## src/rtl/gps_emu_cfg_scheduler.sv

```systemverilog
`default_nettype none
// ============================================================================
// Module      : gps_emu_cfg_scheduler
// Description : Host-side configuration scheduler for the multi-satellite GPS
//               emulator. Host writes land in shadow registers and are copied
//               to the active emulator inputs atomically: immediately when
//               stopped, or on the 1 ms C/A epoch boundary while running.
//               Also generates the epoch timebase and the code restart pulse.
//               Optional feature macro: GPS_EMU_DOPPLER_RAMP_EN (per-satellite
//               doppler rate applied on every epoch strobe).
// Revision    : 1.0 - initial release
// ============================================================================
module gps_emu_cfg_scheduler #(
    parameter int NSAT       = 4,
    parameter int EPOCH_CLKS = 102300
) (
    input  logic                                      clk,
    input  logic                                      rstn,
    input  logic                                      run,
    input  logic                                      cfg_valid,
    output logic                                      cfg_ready,
    input  logic [2:0]                                cfg_sel,
    input  logic [((NSAT > 1) ? $clog2(NSAT) : 1)-1:0] cfg_sat,
    input  logic [31:0]                               cfg_data,
    input  logic                                      commit_req,
    output logic                                      commit_pending,
    output logic                                      cfg_err,
    output logic                                      commit_ovr,
    output logic                                      epoch_strobe,
    output logic                                      code_restart,
    output logic [32*NSAT-1:0]                        freq,
    output logic [16*NSAT-1:0]                        gain,
    output logic [6*NSAT-1:0]                         ca_sel,
    output logic [15:0]                               noise_gain
);

    localparam int                 c_CNT_W    = (EPOCH_CLKS > 1) ? $clog2(EPOCH_CLKS) : 1;
    localparam logic [c_CNT_W-1:0] c_CNT_LAST = c_CNT_W'(EPOCH_CLKS - 1);
    localparam logic [c_CNT_W-1:0] c_CNT_ONE  = c_CNT_W'(1);

    localparam logic [1:0] S_STOPPED = 2'd0;
    localparam logic [1:0] S_START   = 2'd1;
    localparam logic [1:0] S_RUNNING = 2'd2;

    logic [1:0]         r_state;
    logic [1:0]         w_state_next;
    logic [c_CNT_W-1:0] r_epoch_cnt;
    logic               r_pending;
    logic               r_err;
    logic               r_ovr;

    logic [31:0] r_sh_freq  [NSAT];
    logic [15:0] r_sh_gain  [NSAT];
    logic [5:0]  r_sh_ca    [NSAT];
    logic [15:0] r_sh_noise;
    logic [31:0] r_act_freq [NSAT];
    logic [15:0] r_act_gain [NSAT];
    logic [5:0]  r_act_ca   [NSAT];
    logic [15:0] r_act_noise;
`ifdef GPS_EMU_DOPPLER_RAMP_EN
    logic [31:0] r_sh_rate  [NSAT];
    logic [31:0] r_act_rate [NSAT];
`endif

    logic w_wr;
    logic w_sat_ok;
    logic w_bad;
    logic w_accept;
    logic w_live;
    logic w_apply;

    // State register
    always_ff @(posedge clk or negedge rstn) begin
        if (!rstn) r_state <= S_STOPPED;
        else       r_state <= w_state_next;
    end

    // Next-state: START is a single-cycle restart step on the way to RUNNING
    always_comb begin
        w_state_next = r_state;
        case (r_state)
            S_STOPPED: if (run) w_state_next = S_START;
            S_START:            w_state_next = S_RUNNING;
            S_RUNNING: if (!run) w_state_next = S_STOPPED;
            default:            w_state_next = S_STOPPED;
        endcase
    end

    // FSM outputs: restart pulse, epoch strobe, write backpressure
    always_comb begin
        code_restart = (r_state == S_START);
        epoch_strobe = (r_state == S_RUNNING) && (r_epoch_cnt == c_CNT_LAST);
        cfg_ready    = !r_pending;
    end

    // Epoch counter: held at zero unless running, wraps every epoch
    always_ff @(posedge clk or negedge rstn) begin
        if (!rstn)                                   r_epoch_cnt <= '0;
        else if (r_state != S_RUNNING)               r_epoch_cnt <= '0;
        else if (r_epoch_cnt == c_CNT_LAST)          r_epoch_cnt <= '0;
        else                                         r_epoch_cnt <= r_epoch_cnt + c_CNT_ONE;
    end

    // Write decode: rejected writes still handshake but never touch the shadow
    always_comb begin
        w_wr     = cfg_valid & cfg_ready;
        w_sat_ok = (int'(cfg_sat) < NSAT);
        w_bad    = 1'b0;
        case (cfg_sel)
            3'd0, 3'd1: w_bad = !w_sat_ok;
            3'd2:       w_bad = !w_sat_ok || (cfg_data[5:0] > 6'd35);
            3'd3:       w_bad = 1'b0;
`ifdef GPS_EMU_DOPPLER_RAMP_EN
            3'd4:       w_bad = !w_sat_ok;
`else
            3'd4:       w_bad = 1'b1;
`endif
            default:    w_bad = 1'b1;
        endcase
        w_accept = w_wr & !w_bad;
    end

    // Commit decision: immediate when stopped (including a leftover armed
    // commit after run drops), otherwise only on an epoch strobe with a
    // commit already armed, so a request on the strobe cycle waits an epoch
    always_comb begin
        w_live  = (r_state != S_STOPPED);
        w_apply = ((r_state == S_STOPPED) && (commit_req || r_pending)) ||
                  (epoch_strobe && r_pending);
    end

    // Commit arm flag and sticky error flags
    always_ff @(posedge clk or negedge rstn) begin
        if (!rstn) begin
            r_pending <= 1'b0;
            r_err     <= 1'b0;
            r_ovr     <= 1'b0;
        end else begin
            if (w_apply)                              r_pending <= 1'b0;
            else if (w_live && commit_req && !r_pending) r_pending <= 1'b1;
            if (w_wr && w_bad)                        r_err     <= 1'b1;
            if (commit_req && r_pending)              r_ovr     <= 1'b1;
        end
    end

    // Shadow registers take accepted host writes
    always_ff @(posedge clk or negedge rstn) begin
        if (!rstn) begin
            for (int i = 0; i < NSAT; i++) begin
                r_sh_freq[i] <= '0;
                r_sh_gain[i] <= '0;
                r_sh_ca[i]   <= 6'(i);
`ifdef GPS_EMU_DOPPLER_RAMP_EN
                r_sh_rate[i] <= '0;
`endif
            end
            r_sh_noise <= '0;
        end else if (w_accept) begin
            case (cfg_sel)
                3'd0: r_sh_freq[cfg_sat] <= cfg_data;
                3'd1: r_sh_gain[cfg_sat] <= cfg_data[15:0];
                3'd2: r_sh_ca[cfg_sat]   <= cfg_data[5:0];
                3'd3: r_sh_noise         <= cfg_data[15:0];
`ifdef GPS_EMU_DOPPLER_RAMP_EN
                3'd4: r_sh_rate[cfg_sat] <= cfg_data;
`endif
                default: ;
            endcase
        end
    end

    // Active registers: whole shadow set on commit; optional doppler ramp on
    // strobes without a commit (a committed freq overrides that epoch's step)
    always_ff @(posedge clk or negedge rstn) begin
        if (!rstn) begin
            for (int i = 0; i < NSAT; i++) begin
                r_act_freq[i] <= '0;
                r_act_gain[i] <= '0;
                r_act_ca[i]   <= 6'(i);
`ifdef GPS_EMU_DOPPLER_RAMP_EN
                r_act_rate[i] <= '0;
`endif
            end
            r_act_noise <= '0;
        end else if (w_apply) begin
            for (int i = 0; i < NSAT; i++) begin
                r_act_freq[i] <= r_sh_freq[i];
                r_act_gain[i] <= r_sh_gain[i];
                r_act_ca[i]   <= r_sh_ca[i];
`ifdef GPS_EMU_DOPPLER_RAMP_EN
                r_act_rate[i] <= r_sh_rate[i];
`endif
            end
            r_act_noise <= r_sh_noise;
        end
`ifdef GPS_EMU_DOPPLER_RAMP_EN
        else if (epoch_strobe) begin
            for (int i = 0; i < NSAT; i++)
                r_act_freq[i] <= r_act_freq[i] + r_act_rate[i];
        end
`endif
    end

    // Flatten active per-satellite registers onto the output buses
    generate
        for (genvar g = 0; g < NSAT; g++) begin : g_out
            assign freq[32*g +: 32]  = r_act_freq[g];
            assign gain[16*g +: 16]  = r_act_gain[g];
            assign ca_sel[6*g +: 6]  = r_act_ca[g];
        end
    endgenerate

    assign noise_gain     = r_act_noise;
    assign commit_pending = r_pending;
    assign cfg_err        = r_err;
    assign commit_ovr     = r_ovr;

endmodule
`default_nettype wire
```

## config.mk

```make
export PLATFORM = sky130hd
export DESIGN_NAME = gps_emu_cfg_scheduler
export DESIGN_NICKNAME = d
export VERILOG_FILES = /design/src/rtl/gps_emu_cfg_scheduler.sv
export SDC_FILE = /design/constraint.sdc
export NUM_CORES = 1
export LEC_CHECK = 0
export CAP_MARGIN = 40
export CORE_UTILIZATION = 54
export DETAILED_ROUTE_END_ITERATION = 12
export GPL_ROUTABILITY_DRIVEN = 0
export HOLD_SLACK_MARGIN = 0.05
export PLACE_DENSITY_LB_ADDON = 0.1
export SYNTH_ARGS = -nofsm -noshare
export SYNTH_HDL_FRONTEND = slang
export SYNTH_SLANG_ARGS = --single-unit
```

## constraint.sdc

```tcl
create_clock -name clk -period 3.35 [get_ports clk]
set_clock_uncertainty 0.15 [all_clocks]
set_input_delay 0.67 -clock clk [delete_from_list [all_inputs] [get_ports clk]]
set_output_delay 0.67 -clock clk [all_outputs]
set_load 0.02 [all_outputs]
```

==> results.cfg <==
[outcome]
run_status = completed

[drt]
drt-pass1-iter-count = 4
vias = 10300
finalWirelength_mm = 40.6
routedWlPerCell_um = 21.1
detail-route-antenna-nets = 0
drtIter0Drc = 371
vias_per_cell = 5.35
drc = 0

[critical_path]
worstPathRequired_ns = 2.53
startpoint = r_epoch_cnt[0]$_DFF_PN0_
timing.rr.end = freq[30]$_DFFE_PN0P_
critPathCaptureType = output pin
cp-start-kind = register
r2r-start = r_epoch_cnt[0]$_DFF_PN0_
critical_path.max_fanout = 4
crit_arrival_ns = 2.29
critPathCapture = epoch_strobe
rr_worst_depth = 8
path_class = register to output pin
reg2reg_slack_ns = 0.51

[yosys]
synth_simple_gate_area_share_pct = 2.14
synthesis.area_um2 = 19000
synth.distinct_cells = 43
synth_flop_cell = dfrtp_1
synth_enable_flop_cells = 0
synth_area_leaders = dfrtp_1 (63%), mux2_2 (17%), mux2_4 (13%), dfstp_2 (1.1%), buf_6 (1.1%)
synthArstFlopShare_pct = 100
yosysTopAreaCell = dfrtp_1
synthMuxAreaShare_pct = 30.7
synth_top_family_by_area = multiplexers
synth-compound-area-share_pct = 0.546
synth-xor-area-share_pct = 0.553
ys_seq_elements = 486
synth_top_area_share_pct = 62.9
synth-seq-area-share_pct = 64.0
syn_nets = 1155
ys_warn_count = 0
yosys.area_share.adder_pct = 0.0658
netlist_instances = 1112
syn_area_per_cell_um2 = 17.1

[cts]
cts_tree = built
ctsHtreeMaxLevel = 2
clk_pin_slew_ns = 0.06
clockRootBuffer = clkbuf_16
cts.sinks = 486
clock_path_buffers = 3
cts_buffers = 49
insertion_delay_ns = 0.56

[timing]
worstMarginPinSlew_ns = 0.712
slew-limit-headroom_pct = 52.4
rsz0062_at_grt = false
clock.fmax_ghz = 0.322
tns_ns = 0
setup_violations = 0
fin_ws_ns = 0.244
hold_viol_final = 0
min_period_ns = 3.11
period_share_pct = 92.7
slew_violations = 0

[global_route]
grt_pass1_vias = 10900
grt.busiest_layer = met2
grt_pass1_wl_mm = 63.9
grt_max_degree = 67
met3_usage_pct = 5.42
grt_use_met1_pct = 32.8
groute.usage.overall_pct = 23.1
overflow = 0
met2_usage_pct = 36.2
antenna_found_initial = 1

[floorplanning]
dieArea_um2 = 36000
core_um2 = 34600
rows = 68
die_x_um = 190
dieHeight_um = 190
initial_core_util_pct = 54.9
ios = 280

[finish]
final_common_cell = dfrtp_1
final_cells = 1922
drive_above_1_share_pct = 39.5
final_cell_mix = dfrtp_1 (478), mux2_2 (284), clkdlybuf4s50_1 (277)
areaGrowthSynthToFinish_pct = 26.9
finalInstanceArea_um2 = 24100
final_nets = 1475
num_antenna_cells = 0

[worst_hold_path]
holdPathStages = 1
hp-class = register to register

[place]
post-place-ws_ns = 0.292
portBuffers = 279
dp_cells = 1834
place_area_um2 = 22500
hpwl_mm = 26.3

[power]
leakage_uw = 0.0115
p_per_area_nw_per_um2 = 1000
ir_drop_uv = 929
fin_total_pwr_uw = 24200

[flow_run]
maxCapViolCount = 0
==> cells by family (layout without fill, tap and decap cells) <==
family,count (synthesis),count (layout)
multiplexers,464,464
AND/OR/NAND/NOR,73,73
AO/OA/AOI/OAI,14,14
buffers and inverters,62,417
adder cells (fa/ha/maj),1,1
flip-flops,486,486
XOR/XNOR,12,12
==> power breakdown <==
| part | internal [µW] | switching (µW) | total (µW) |
|---|---|---|---|
| combinational | 5360 | 4110 | 9470 |
| clock | 3140 | 2160 | 5300 |
| sequential | 8080 | 1320 | 9400 |
| total | 16600 | 7600 | 24200 |
==> routing by layer <==
layer / routed length, µm / vias to the layer above
li1: - / 4580
met1: 18300 / 5400
met2: 19100 / 242
met3: 2400 / 54
met4: 774 / 0
met5: 0 / -
==> metrics by stage <==
step | hold WS, ns | util [%]
floorplan | 0.224 | -
global placement | 0.294 | 65.1
detailed placement | 0.293 | 65.1
CTS | 0.318 | 69.7
global route | 0.334 | 69.7
finish | 0.313 | 69.7
==> sequential cells by signal, indices dropped and copies added, names as in the netlist <==
signal,flops
ca_sel,24
cfg_err,1
commit_ovr,1
commit_pending,1
freq,128
gain,64
noise_gain,16
r_epoch_cnt,17
r_sh_ca,24
r_sh_freq,128
r_sh_gain,64
r_sh_noise,16
r_state,2
==> final cells by class <==
type	instances	area (µm²)
Tap cell	455	569
Inverter	6	22.5
Sequential cell	486	12200
Timing Repair Buffer	325	3300
Fill cell	2395	10500
Clock buffer	77	1500
Multi-Input combinational cell	564	6480
Clock inverter	9	73.8
==> worst max-delay path: stages (launching register included) <==
cell and delay, ns:
dfrtp_1 0.39, ha_1 0.22, or4bb_1 0.47, nor4_4 0.31, and3_1 0.19, clkbuf_2 0.16
==> how the worst min path moves through the flow <==
stage	end	from
floorplan	ca_sel[0]$_DFFE_PN0P_	rstn
global placement	commit_ovr$_DFFE_PN0P_	commit_ovr$_DFFE_PN0P_
detailed placement	commit_ovr$_DFFE_PN0P_	commit_ovr$_DFFE_PN0P_
CTS	freq[20]$_DFFE_PN0P_	r_sh_freq[116]$_DFFE_PN0P_
global route	commit_ovr$_DFFE_PN0P_	commit_ovr$_DFFE_PN0P_
finish	commit_ovr$_DFFE_PN0P_	commit_ovr$_DFFE_PN0P_
==> cells in the mapped netlist (2+ instances only) <==
master,count
dfstp_2,8
buf_6,18
xnor2_1,4
nand2_1,12
nand4_1,7
nor2b_1,2
mux2_1,18
and2_1,3
buf_2,4
and3_1,3
mux2_4,162
inv_1,6
nor4_1,2
xor2_1,8
nand3b_1,2
and4_1,2
or3_1,3
buf_4,2
o31ai_1,2
nand2b_1,2
nand3_1,8
nor2_1,18
nor3_1,2
buf_1,10
a21oi_1,3
dfrtp_1,478
or4_1,2
clkbuf_1,22
o21ai_0,2
mux2_2,284
==> timing repair <==
action,4_1_cts,5_1_grt
endpoints found under the hold margin,42,0
endpoints found under the setup margin,1,1
pin swaps,1,0
hold buffers,1,0
buffers inserted,1,0
resized for setup,1,2
Note: power is estimated with default switching activity, not from simulation.
